[config.mk]
export PLATFORM = sky130hd
export DESIGN_NAME = dmem_arbiter
export DESIGN_NICKNAME = d
export VERILOG_FILES = /design/src/rtl/dmem_arbiter_pkg.sv /design/src/rtl/dmem_addr_check.sv /design/src/rtl/dmem_arbiter.sv
export SDC_FILE = /design/constraint.sdc
export NUM_CORES = 1
export LEC_CHECK = 0
export ABC_AREA = 1
export CORE_MARGIN = 3
export CORE_UTILIZATION = 46
export CTS_BUF_LIST = sky130_fd_sc_hd__clkbuf_8
export DETAILED_ROUTE_END_ITERATION = 7
export PLACE_DENSITY = 0.9
export RECOVER_POWER = 100
export SYNTH_ARGS = -nofsm -noshare
export SYNTH_HDL_FRONTEND = slang
export SYNTH_SLANG_ARGS = --single-unit
[constraint.sdc]
create_clock -name clk -period 7.71 [get_ports clk]
set_clock_uncertainty 0.05 [all_clocks]
set_input_delay 1.542 -clock clk [delete_from_list [all_inputs] [get_ports clk]]
set_output_delay 1.542 -clock clk [all_outputs]
set_load 0.1 [all_outputs]
[src/rtl/dmem_arbiter_pkg.sv]
// Shared constants and FSM encoding for the data-memory arbiter.
// The arbiter and its address checker both import this package.
package dmem_arbiter_pkg;

  localparam logic        ENABLED        = 1'b1;
  localparam logic        WRITE_ENABLED  = 1'b1;
  localparam logic        WRITE_DISABLED = 1'b0;
  localparam logic [31:0] DMEM_BASE      = 32'h1001_0000;
  localparam int          DMEM_DEPTH     = 1024;

  typedef enum logic [1:0] {
    ST_IDLE = 2'd0,
    ST_XFER = 2'd1,
    ST_RESP = 2'd2
  } state_e;

endpackage

[src/rtl/dmem_addr_check.sv]
// Combinational range and alignment check for a byte address into the data memory.
// The subtraction wraps, so addresses below the base produce a huge index and fail the range test.
module dmem_addr_check
  import dmem_arbiter_pkg::*;
#(
  parameter logic [31:0] BASE_ADDR = DMEM_BASE,
  parameter int          DEPTH     = DMEM_DEPTH
) (
  input  logic [31:0] addr_i,
  output logic        legal_o,
  output logic [29:0] word_idx_o
);

  localparam logic [29:0] DEPTH_W = 30'(DEPTH);

  assign word_idx_o = 30'((addr_i - BASE_ADDR) >> 2);
  assign legal_o    = (word_idx_o < DEPTH_W) && (addr_i[1:0] == 2'b00);

endmodule

[src/rtl/dmem_arbiter.sv]
// Two-port arbiter in front of the single-port data memory: cpu has fixed priority,
// aux is forced in after STARVE_LIMIT consecutive cpu grants while it waits.
module dmem_arbiter
  import dmem_arbiter_pkg::*;
#(
  parameter logic [31:0] BASE_ADDR    = DMEM_BASE,
  parameter int          DEPTH        = DMEM_DEPTH,
  parameter int          STARVE_LIMIT = 4
) (
  input  logic        clk,
  input  logic        rst,
  input  logic        cpu_req,
  input  logic        cpu_we,
  input  logic [31:0] cpu_addr,
  input  logic [31:0] cpu_wdata,
  output logic [31:0] cpu_rdata,
  output logic        cpu_ack,
  output logic        cpu_err,
  output logic        cpu_stall,
  input  logic        aux_req,
  input  logic        aux_we,
  input  logic [31:0] aux_addr,
  input  logic [31:0] aux_wdata,
  output logic [31:0] aux_rdata,
  output logic        aux_ack,
  output logic        aux_err,
  output logic        mem_ena,
  output logic        mem_wena,
  output logic        mem_w_cs,
  output logic        mem_r_cs,
  output logic [31:0] mem_addr,
  output logic [31:0] mem_wdata,
  input  logic [31:0] mem_rdata,
  output logic [1:0]  dbg_state_o,
  output logic [29:0] dbg_word_idx_o
);

  // Handshake: a port raises req and holds it (with we/addr/wdata stable) until its
  // one-cycle ack; err and rdata are valid with ack, rdata then holds until the next ack.
  localparam logic [3:0] LIMIT = 4'(STARVE_LIMIT);

  state_e      state_q, state_d;
  logic        lat_aux_q, lat_aux_d;
  logic        lat_we_q, lat_we_d;
  logic [31:0] lat_addr_q, lat_addr_d;
  logic [31:0] lat_wdata_q, lat_wdata_d;
  logic [3:0]  starve_q, starve_d;
  logic        cpu_ack_q, cpu_ack_d, cpu_err_q, cpu_err_d;
  logic        aux_ack_q, aux_ack_d, aux_err_q, aux_err_d;
  logic [31:0] cpu_rdata_q, cpu_rdata_d, aux_rdata_q, aux_rdata_d;
  logic        grant_aux;
  logic [31:0] xfer_rdata;
  logic        lat_legal;

  dmem_addr_check #(
    .BASE_ADDR (BASE_ADDR),
    .DEPTH     (DEPTH)
  ) u_addr_check (
    .addr_i     (lat_addr_q),
    .legal_o    (lat_legal),
    .word_idx_o (dbg_word_idx_o)
  );

  always_comb begin
    state_d     = state_q;
    lat_aux_d   = lat_aux_q;
    lat_we_d    = lat_we_q;
    lat_addr_d  = lat_addr_q;
    lat_wdata_d = lat_wdata_q;
    starve_d    = starve_q;
    grant_aux   = 1'b0;
    xfer_rdata  = '0;
    cpu_ack_d   = 1'b0;
    cpu_err_d   = 1'b0;
    cpu_rdata_d = cpu_rdata_q;
    aux_ack_d   = 1'b0;
    aux_err_d   = 1'b0;
    aux_rdata_d = aux_rdata_q;
    mem_ena     = 1'b0;
    mem_wena    = WRITE_DISABLED;
    mem_w_cs    = 1'b0;
    mem_r_cs    = 1'b0;
    mem_addr    = '0;
    mem_wdata   = '0;

    case (state_q)
      ST_IDLE: begin
        if (cpu_req || aux_req) begin
          grant_aux   = aux_req && (!cpu_req || starve_q == LIMIT);
          lat_aux_d   = grant_aux;
          lat_we_d    = grant_aux ? aux_we    : cpu_we;
          lat_addr_d  = grant_aux ? aux_addr  : cpu_addr;
          lat_wdata_d = grant_aux ? aux_wdata : cpu_wdata;
          if (grant_aux || !aux_req) starve_d = '0;
          else if (starve_q != LIMIT) starve_d = starve_q + 4'd1;
          state_d = ST_XFER;
        end
      end
      ST_XFER: begin
        mem_addr  = lat_addr_q;
        mem_wdata = lat_wdata_q;
        // Controls are gated with rst so a write caught by reset never lands.
        if (lat_legal && !rst) begin
          mem_ena  = ENABLED;
          mem_wena = lat_we_q ? WRITE_ENABLED : WRITE_DISABLED;
          mem_w_cs = lat_we_q;
          mem_r_cs = !lat_we_q;
        end
        if (lat_legal && !lat_we_q) xfer_rdata = mem_rdata;
        if (lat_aux_q) begin
          aux_ack_d   = 1'b1;
          aux_err_d   = !lat_legal;
          aux_rdata_d = xfer_rdata;
        end else begin
          cpu_ack_d   = 1'b1;
          cpu_err_d   = !lat_legal;
          cpu_rdata_d = xfer_rdata;
        end
        state_d = ST_RESP;
      end
      ST_RESP: state_d = ST_IDLE;
      default: state_d = ST_IDLE;
    endcase
  end

  always_ff @(posedge clk) begin
    if (rst) begin
      state_q     <= ST_IDLE;
      lat_aux_q   <= 1'b0;
      lat_we_q    <= 1'b0;
      lat_addr_q  <= '0;
      lat_wdata_q <= '0;
      starve_q    <= '0;
      cpu_ack_q   <= 1'b0;
      cpu_err_q   <= 1'b0;
      cpu_rdata_q <= '0;
      aux_ack_q   <= 1'b0;
      aux_err_q   <= 1'b0;
      aux_rdata_q <= '0;
    end else begin
      state_q     <= state_d;
      lat_aux_q   <= lat_aux_d;
      lat_we_q    <= lat_we_d;
      lat_addr_q  <= lat_addr_d;
      lat_wdata_q <= lat_wdata_d;
      starve_q    <= starve_d;
      cpu_ack_q   <= cpu_ack_d;
      cpu_err_q   <= cpu_err_d;
      cpu_rdata_q <= cpu_rdata_d;
      aux_ack_q   <= aux_ack_d;
      aux_err_q   <= aux_err_d;
      aux_rdata_q <= aux_rdata_d;
    end
  end

  assign cpu_ack     = cpu_ack_q;
  assign cpu_err     = cpu_err_q;
  assign cpu_rdata   = cpu_rdata_q;
  assign aux_ack     = aux_ack_q;
  assign aux_err     = aux_err_q;
  assign aux_rdata   = aux_rdata_q;
  assign cpu_stall   = cpu_req && !cpu_ack_q;
  assign dbg_state_o = state_q;

endmodule

==> impl_results.html <==
<table>
<tr><th>Metric</th><th>Value</th></tr>
<tr><th colspan="2">Finish</th></tr>
<tr><td>Number of inserted diodes</td><td>0</td></tr>
<tr><td>Growth of design area from synthesis to finish</td><td>50.5%</td></tr>
<tr><td>Final Instance Area</td><td>0.0105 mm2</td></tr>
<tr><td>Number of inserted filler cells in the final layout</td><td>1147</td></tr>
<tr><td>Commonest cells after routing, fill and taps aside</td><td>dlygate4sd3_1 (171), nand2_1 (170), clkdlybuf4s50_1 (163), dfxtp_1 (140), o21ai_0 (133)</td></tr>
<tr><td>Share of layout cells above drive strength 1</td><td>8.43%</td></tr>
<tr><td>Final net count</td><td>1380</td></tr>
<tr><td>Most common library cell in the layout ignoring fill and taps</td><td>dlygate4sd3_1</td></tr>
<tr><th colspan="2">Clock network</th></tr>
<tr><td>Root cell of the clock tree</td><td>clkbuf_8</td></tr>
<tr><td>Clock transition at path regs</td><td>80 ps</td></tr>
<tr><td>TritonCTS clock tree</td><td>yes</td></tr>
<tr><td>Post CTS Setup Buffer Count</td><td>0</td></tr>
<tr><td>Total clock buffers created by CTS</td><td>17</td></tr>
<tr><td>H-Tree Level Count</td><td>4</td></tr>
<tr><td>Number of hold buffers added after cts</td><td>0</td></tr>
<tr><td>CTS sink cnt</td><td>140</td></tr>
<tr><td>CTS Buffer Depth</td><td>2</td></tr>
<tr><td>Post-CTS sizing</td><td>0</td></tr>
<tr><td>Insertion delay of the later-clocked pin in the worst-skew pair</td><td>440 ps</td></tr>
<tr><th colspan="2">Route</th></tr>
<tr><td>Via-per-instance ratio</td><td>5.27</td></tr>
<tr><td>Antenna-violating nets left</td><td>0</td></tr>
<tr><td>Drt pass-1 iters</td><td>5</td></tr>
<tr><td>Number of DRC violations after detailed-routing iteration 0</td><td>436</td></tr>
<tr><td>Total number of vias</td><td>7408</td></tr>
<tr><td>Detailed-route wire length</td><td>23.2 mm</td></tr>
<tr><td>Per-cell routed wire length</td><td>16.5 um</td></tr>
<tr><td>Number of design rule violations left after detail routing</td><td>0</td></tr>
<tr><th colspan="2">Critical path</th></tr>
<tr><td>Chain of cells forming the critical path</td><td>dlygate4sd3_1 -&gt; o21ai_0 -&gt; clkinvlp_2 -&gt; clkbuf_1 -&gt; o21ai_0 -&gt; a31oi_1</td></tr>
<tr><td>WP data required</td><td>7880 ps</td></tr>
<tr><td>Arrival time reported for the critical path endpoint</td><td>6400 ps</td></tr>
<tr><td>Largest incremental delay on the critical path</td><td>1590 ps</td></tr>
<tr><td>Path depth of the worst reg2reg path</td><td>6</td></tr>
<tr><td>Critical path launch point type</td><td>input port</td></tr>
<tr><td>Stages on the worst setup path</td><td>6</td></tr>
<tr><td>Type of element capturing the critical path</td><td>flip-flop</td></tr>
<tr><td>Critical-path maximum fanout</td><td>76</td></tr>
<tr><td>Worst path buffer plus inverter count</td><td>3</td></tr>
<tr><td>Critical Path Most Common Cell</td><td>o21ai_0</td></tr>
<tr><td>Library cell contributing the largest single delay on the critical path</td><td>clkinvlp_2</td></tr>
<tr><td>Kind of cell adding the most delay to the critical path</td><td>buffers and inverters</td></tr>
<tr><td>Critical path class</td><td>in -&gt; reg</td></tr>
<tr><th colspan="2">Run status</th></tr>
<tr><td>Violated checks</td><td>max-capacitance violations, max-slew violations</td></tr>
<tr><td>Status</td><td>complete, but fails checks</td></tr>
<tr><th colspan="2">Logic synthesis</th></tr>
<tr><td>Cell types occupying the most area after synthesis</td><td>dfxtp_1 (40%), o21ai_0 (9.4%), nand2_1 (9.1%)</td></tr>
<tr><td>Post-synthesis cell type count</td><td>35</td></tr>
<tr><td>Mapped Area</td><td>0.00700 mm2</td></tr>
<tr><td>Number of enable flip-flop cells after synthesis</td><td>0</td></tr>
<tr><td>Yosys warning count</td><td>0</td></tr>
<tr><td>Avg Cell Area, Syn</td><td>7.50 um2</td></tr>
<tr><td>Fraction of registers with async set/reset</td><td>0%</td></tr>
<tr><td>Instance count of the mapped netlist</td><td>934</td></tr>
<tr><td>Synthesis-stage register bit count</td><td>140</td></tr>
<tr><td>Synthesized netlist net count</td><td>1105</td></tr>
<tr><td>Post-synth top area share</td><td>40.0%</td></tr>
<tr><td>Seq/Total Area, Yosys</td><td>40.0%</td></tr>
<tr><td>Top cell type by total area after synthesis</td><td>dfxtp_1</td></tr>
<tr><td>Most used DFF post-synth</td><td>dfxtp_1</td></tr>
<tr><th colspan="2">Pwr</th></tr>
<tr><td>Cell-internal power</td><td>1.43 mW</td></tr>
<tr><td>Sequential Power Share</td><td>32.8%</td></tr>
<tr><td>Logic gate share of total power</td><td>40.1%</td></tr>
<tr><td>Clock power share</td><td>27.1%</td></tr>
<tr><td>Leakage power summed over all cells</td><td>4.63 nW</td></tr>
<tr><td>Worst IR Drop VDD</td><td>0.000135 V</td></tr>
<tr><td>Switching share of power</td><td>43.7%</td></tr>
<tr><td>Psw</td><td>1.11 mW</td></tr>
<tr><td>P per Cell Area</td><td>241 mW/mm2</td></tr>
<tr><th colspan="2">Placement</th></tr>
<tr><td>Final weighted congestion in routability-driven placement</td><td>0.860</td></tr>
<tr><td>Sum of net half-perimeters after detailed placement</td><td>16.6 mm</td></tr>
<tr><td>Pre-CTS setup slack</td><td>2330 ps</td></tr>
<tr><td>Placement-stage cell area</td><td>0.0101 mm2</td></tr>
<tr><td>PortBufs</td><td>334</td></tr>
<tr><th colspan="2">Floorplanning</th></tr>
<tr><td>IO Count</td><td>335</td></tr>
<tr><td>FP Rows</td><td>44</td></tr>
<tr><td>Core box area</td><td>0.0147 mm2</td></tr>
<tr><td>Starting density of the core</td><td>47.6%</td></tr>
<tr><td>Die span in y</td><td>129 um</td></tr>
<tr><td>Die area</td><td>0.0167 mm2</td></tr>
<tr><td>Width of the die</td><td>129 um</td></tr>
<tr><th colspan="2">Run</th></tr>
<tr><td>Max_cap viols</td><td>4</td></tr>
<tr><th colspan="2">Global route</th></tr>
<tr><td>Initial antenna violation count</td><td>0</td></tr>
<tr><td>Aggregate global routing overflow</td><td>0</td></tr>
<tr><td>Global-route wire length before repair</td><td>35.5 mm</td></tr>
<tr><td>Largest net degree at the start of global routing</td><td>77</td></tr>
<tr><td>Total routing usage reported by global routing</td><td>26.8%</td></tr>
<tr><td>Vias in the first global route</td><td>6846</td></tr>
<tr><th colspan="2">Timing</th></tr>
<tr><td>RSZ-0062 raised after global routing</td><td>no</td></tr>
<tr><td>Post-route minimum period</td><td>6240 ps</td></tr>
<tr><td>Final max-slew violation count</td><td>273</td></tr>
<tr><td>Number of hold violations in the final report</td><td>0</td></tr>
<tr><td>Period utilisation layout</td><td>80.9%</td></tr>
<tr><td>Number of setup violations in the final report</td><td>0</td></tr>
<tr><td>Fmax</td><td>160 MHz</td></tr>
<tr><td>Normalized max-slew margin</td><td>-90.6%</td></tr>
<tr><td>Smallest setup slack after layout</td><td>1470 ps</td></tr>
<tr><td>Worst Max-Slew Pin Slew</td><td>2860 ps</td></tr>
<tr><td>TNS Setup</td><td>0 ps</td></tr>
<tr><th colspan="2">Min path</th></tr>
<tr><td>Number of instances on the worst hold path</td><td>2</td></tr>
<tr><td>Classification of the worst-slack hold path</td><td>reg -&gt; reg</td></tr>
</table>
[through the flow]
stage          hold WS, ps  power [mW]  std cells  utilization [%]
2_1_floorplan          420        1.63        934                -
3_3_place_gp           437        1.88       1374             68.7
3_5_place_dp           475        1.89       1374             68.7
4_1_cts                493        2.58       1406             71.8
5_1_grt                513        2.64       1406             71.7
6_report               490        2.54       1406             71.7
[registers in the layout (all words and copies together) (netlist names)]
signal	flops
lat_addr_q	32
lat_we_q	1
cpu_rdata	32
lat_wdata_q	32
cpu_ack	1
aux_err	1
aux_rdata	32
lat_aux_q	1
dbg_state_o	2
starve_q	4
cpu_err	1
aux_ack	1
[power by group through the flow]
stage / sequential, mW / clock, mW / combinational, mW
after global routing: 0.840 / 0.730 / 1.07
final: 0.832 / 0.689 / 1.02
after floorplan: 1.02 / 0 / 0.616
after detailed placement: 0.849 / 0 / 1.04
after CTS: 0.833 / 0.700 / 1.05
after global placement: 0.847 / 0 / 1.03
[layout make-up]
class,instances,area (um2),share of cell area (%)
multi-input combinational,618,3310,31.4
inverter,91,343,3.25
clock buffer,18,248,2.35
clock inverter,14,215,2.04
sequential,140,2800,26.6
tap,184,230,2.19
timing repair buffer,341,3390,32.2
[logic make-up (layout without fill, tap and decap cells)]
group / count (synthesis) / in the layout / synth area share (%)
adders and majority gates: 5 / 5 / 0.893
xor gates and xnor gates: 5 / 5 / 0.733
and+or+nand+nor: 338 / 338 / 25.1
DFF: 140 / 140 / 40.0
buffers and inverters: 176 / 464 / 12.7
AOI/OAI and AO/OA: 270 / 270 / 20.5
[worst min-delay path: cells and delay by family, from the launching register on]
kind | cells | cell delay, ps
AOI/OAI and AO/OA | 2 | 180
DFF | 1 | 320
[synth_stat cells, types with 2 or more instances]
master    number
nand2_1      170
dfxtp_1      140
o21ai_0      132
nor2_1        89
inv_1         86
a21oi_1       69
a31oi_1       65
clkbuf_1      50
nand4_2       28
buf_4         15
nand3_1       14
nand2_2       10
clkbuf_8       9
nor2_4         8
buf_1          5
ha_1           5
nand4_1        5
buf_12         4
inv_2          4
nand3_4        3
nor2_8         3
xor2_1         3
nand2_4        2
nand3_2        2
nor2_2         2
o21ai_1        2
[final timing paths]
check | startpoint | endpoint | slack (ps)
setup / recovery | aux_req | lat_wdata_q[26]$_SDFFE_PP0P_ | 1470
hold / removal | aux_rdata[17]$_SDFFE_PP0P_ | aux_rdata[17]$_SDFFE_PP0P_ | 490
setup reg to reg | dbg_state_o[0]$_SDFFE_PP0P_ | lat_wdata_q[26]$_SDFFE_PP0P_ | 2980
hold reg to reg | aux_rdata[17]$_SDFFE_PP0P_ | aux_rdata[17]$_SDFFE_PP0P_ | 490
[per-layer routing]
layer / global-route usage, % / vias up / share of wire (%)
met2: 46.4 / 329 / 50
met4: 10.9 / 2 / 3.4
li1: - / 3648 / -
met1: 31.1 / 3387 / 39
met3: 7.54 / 42 / 8.2
met5: 0 / - / 0.035
Note: power is estimated with default switching activity, not from simulation.
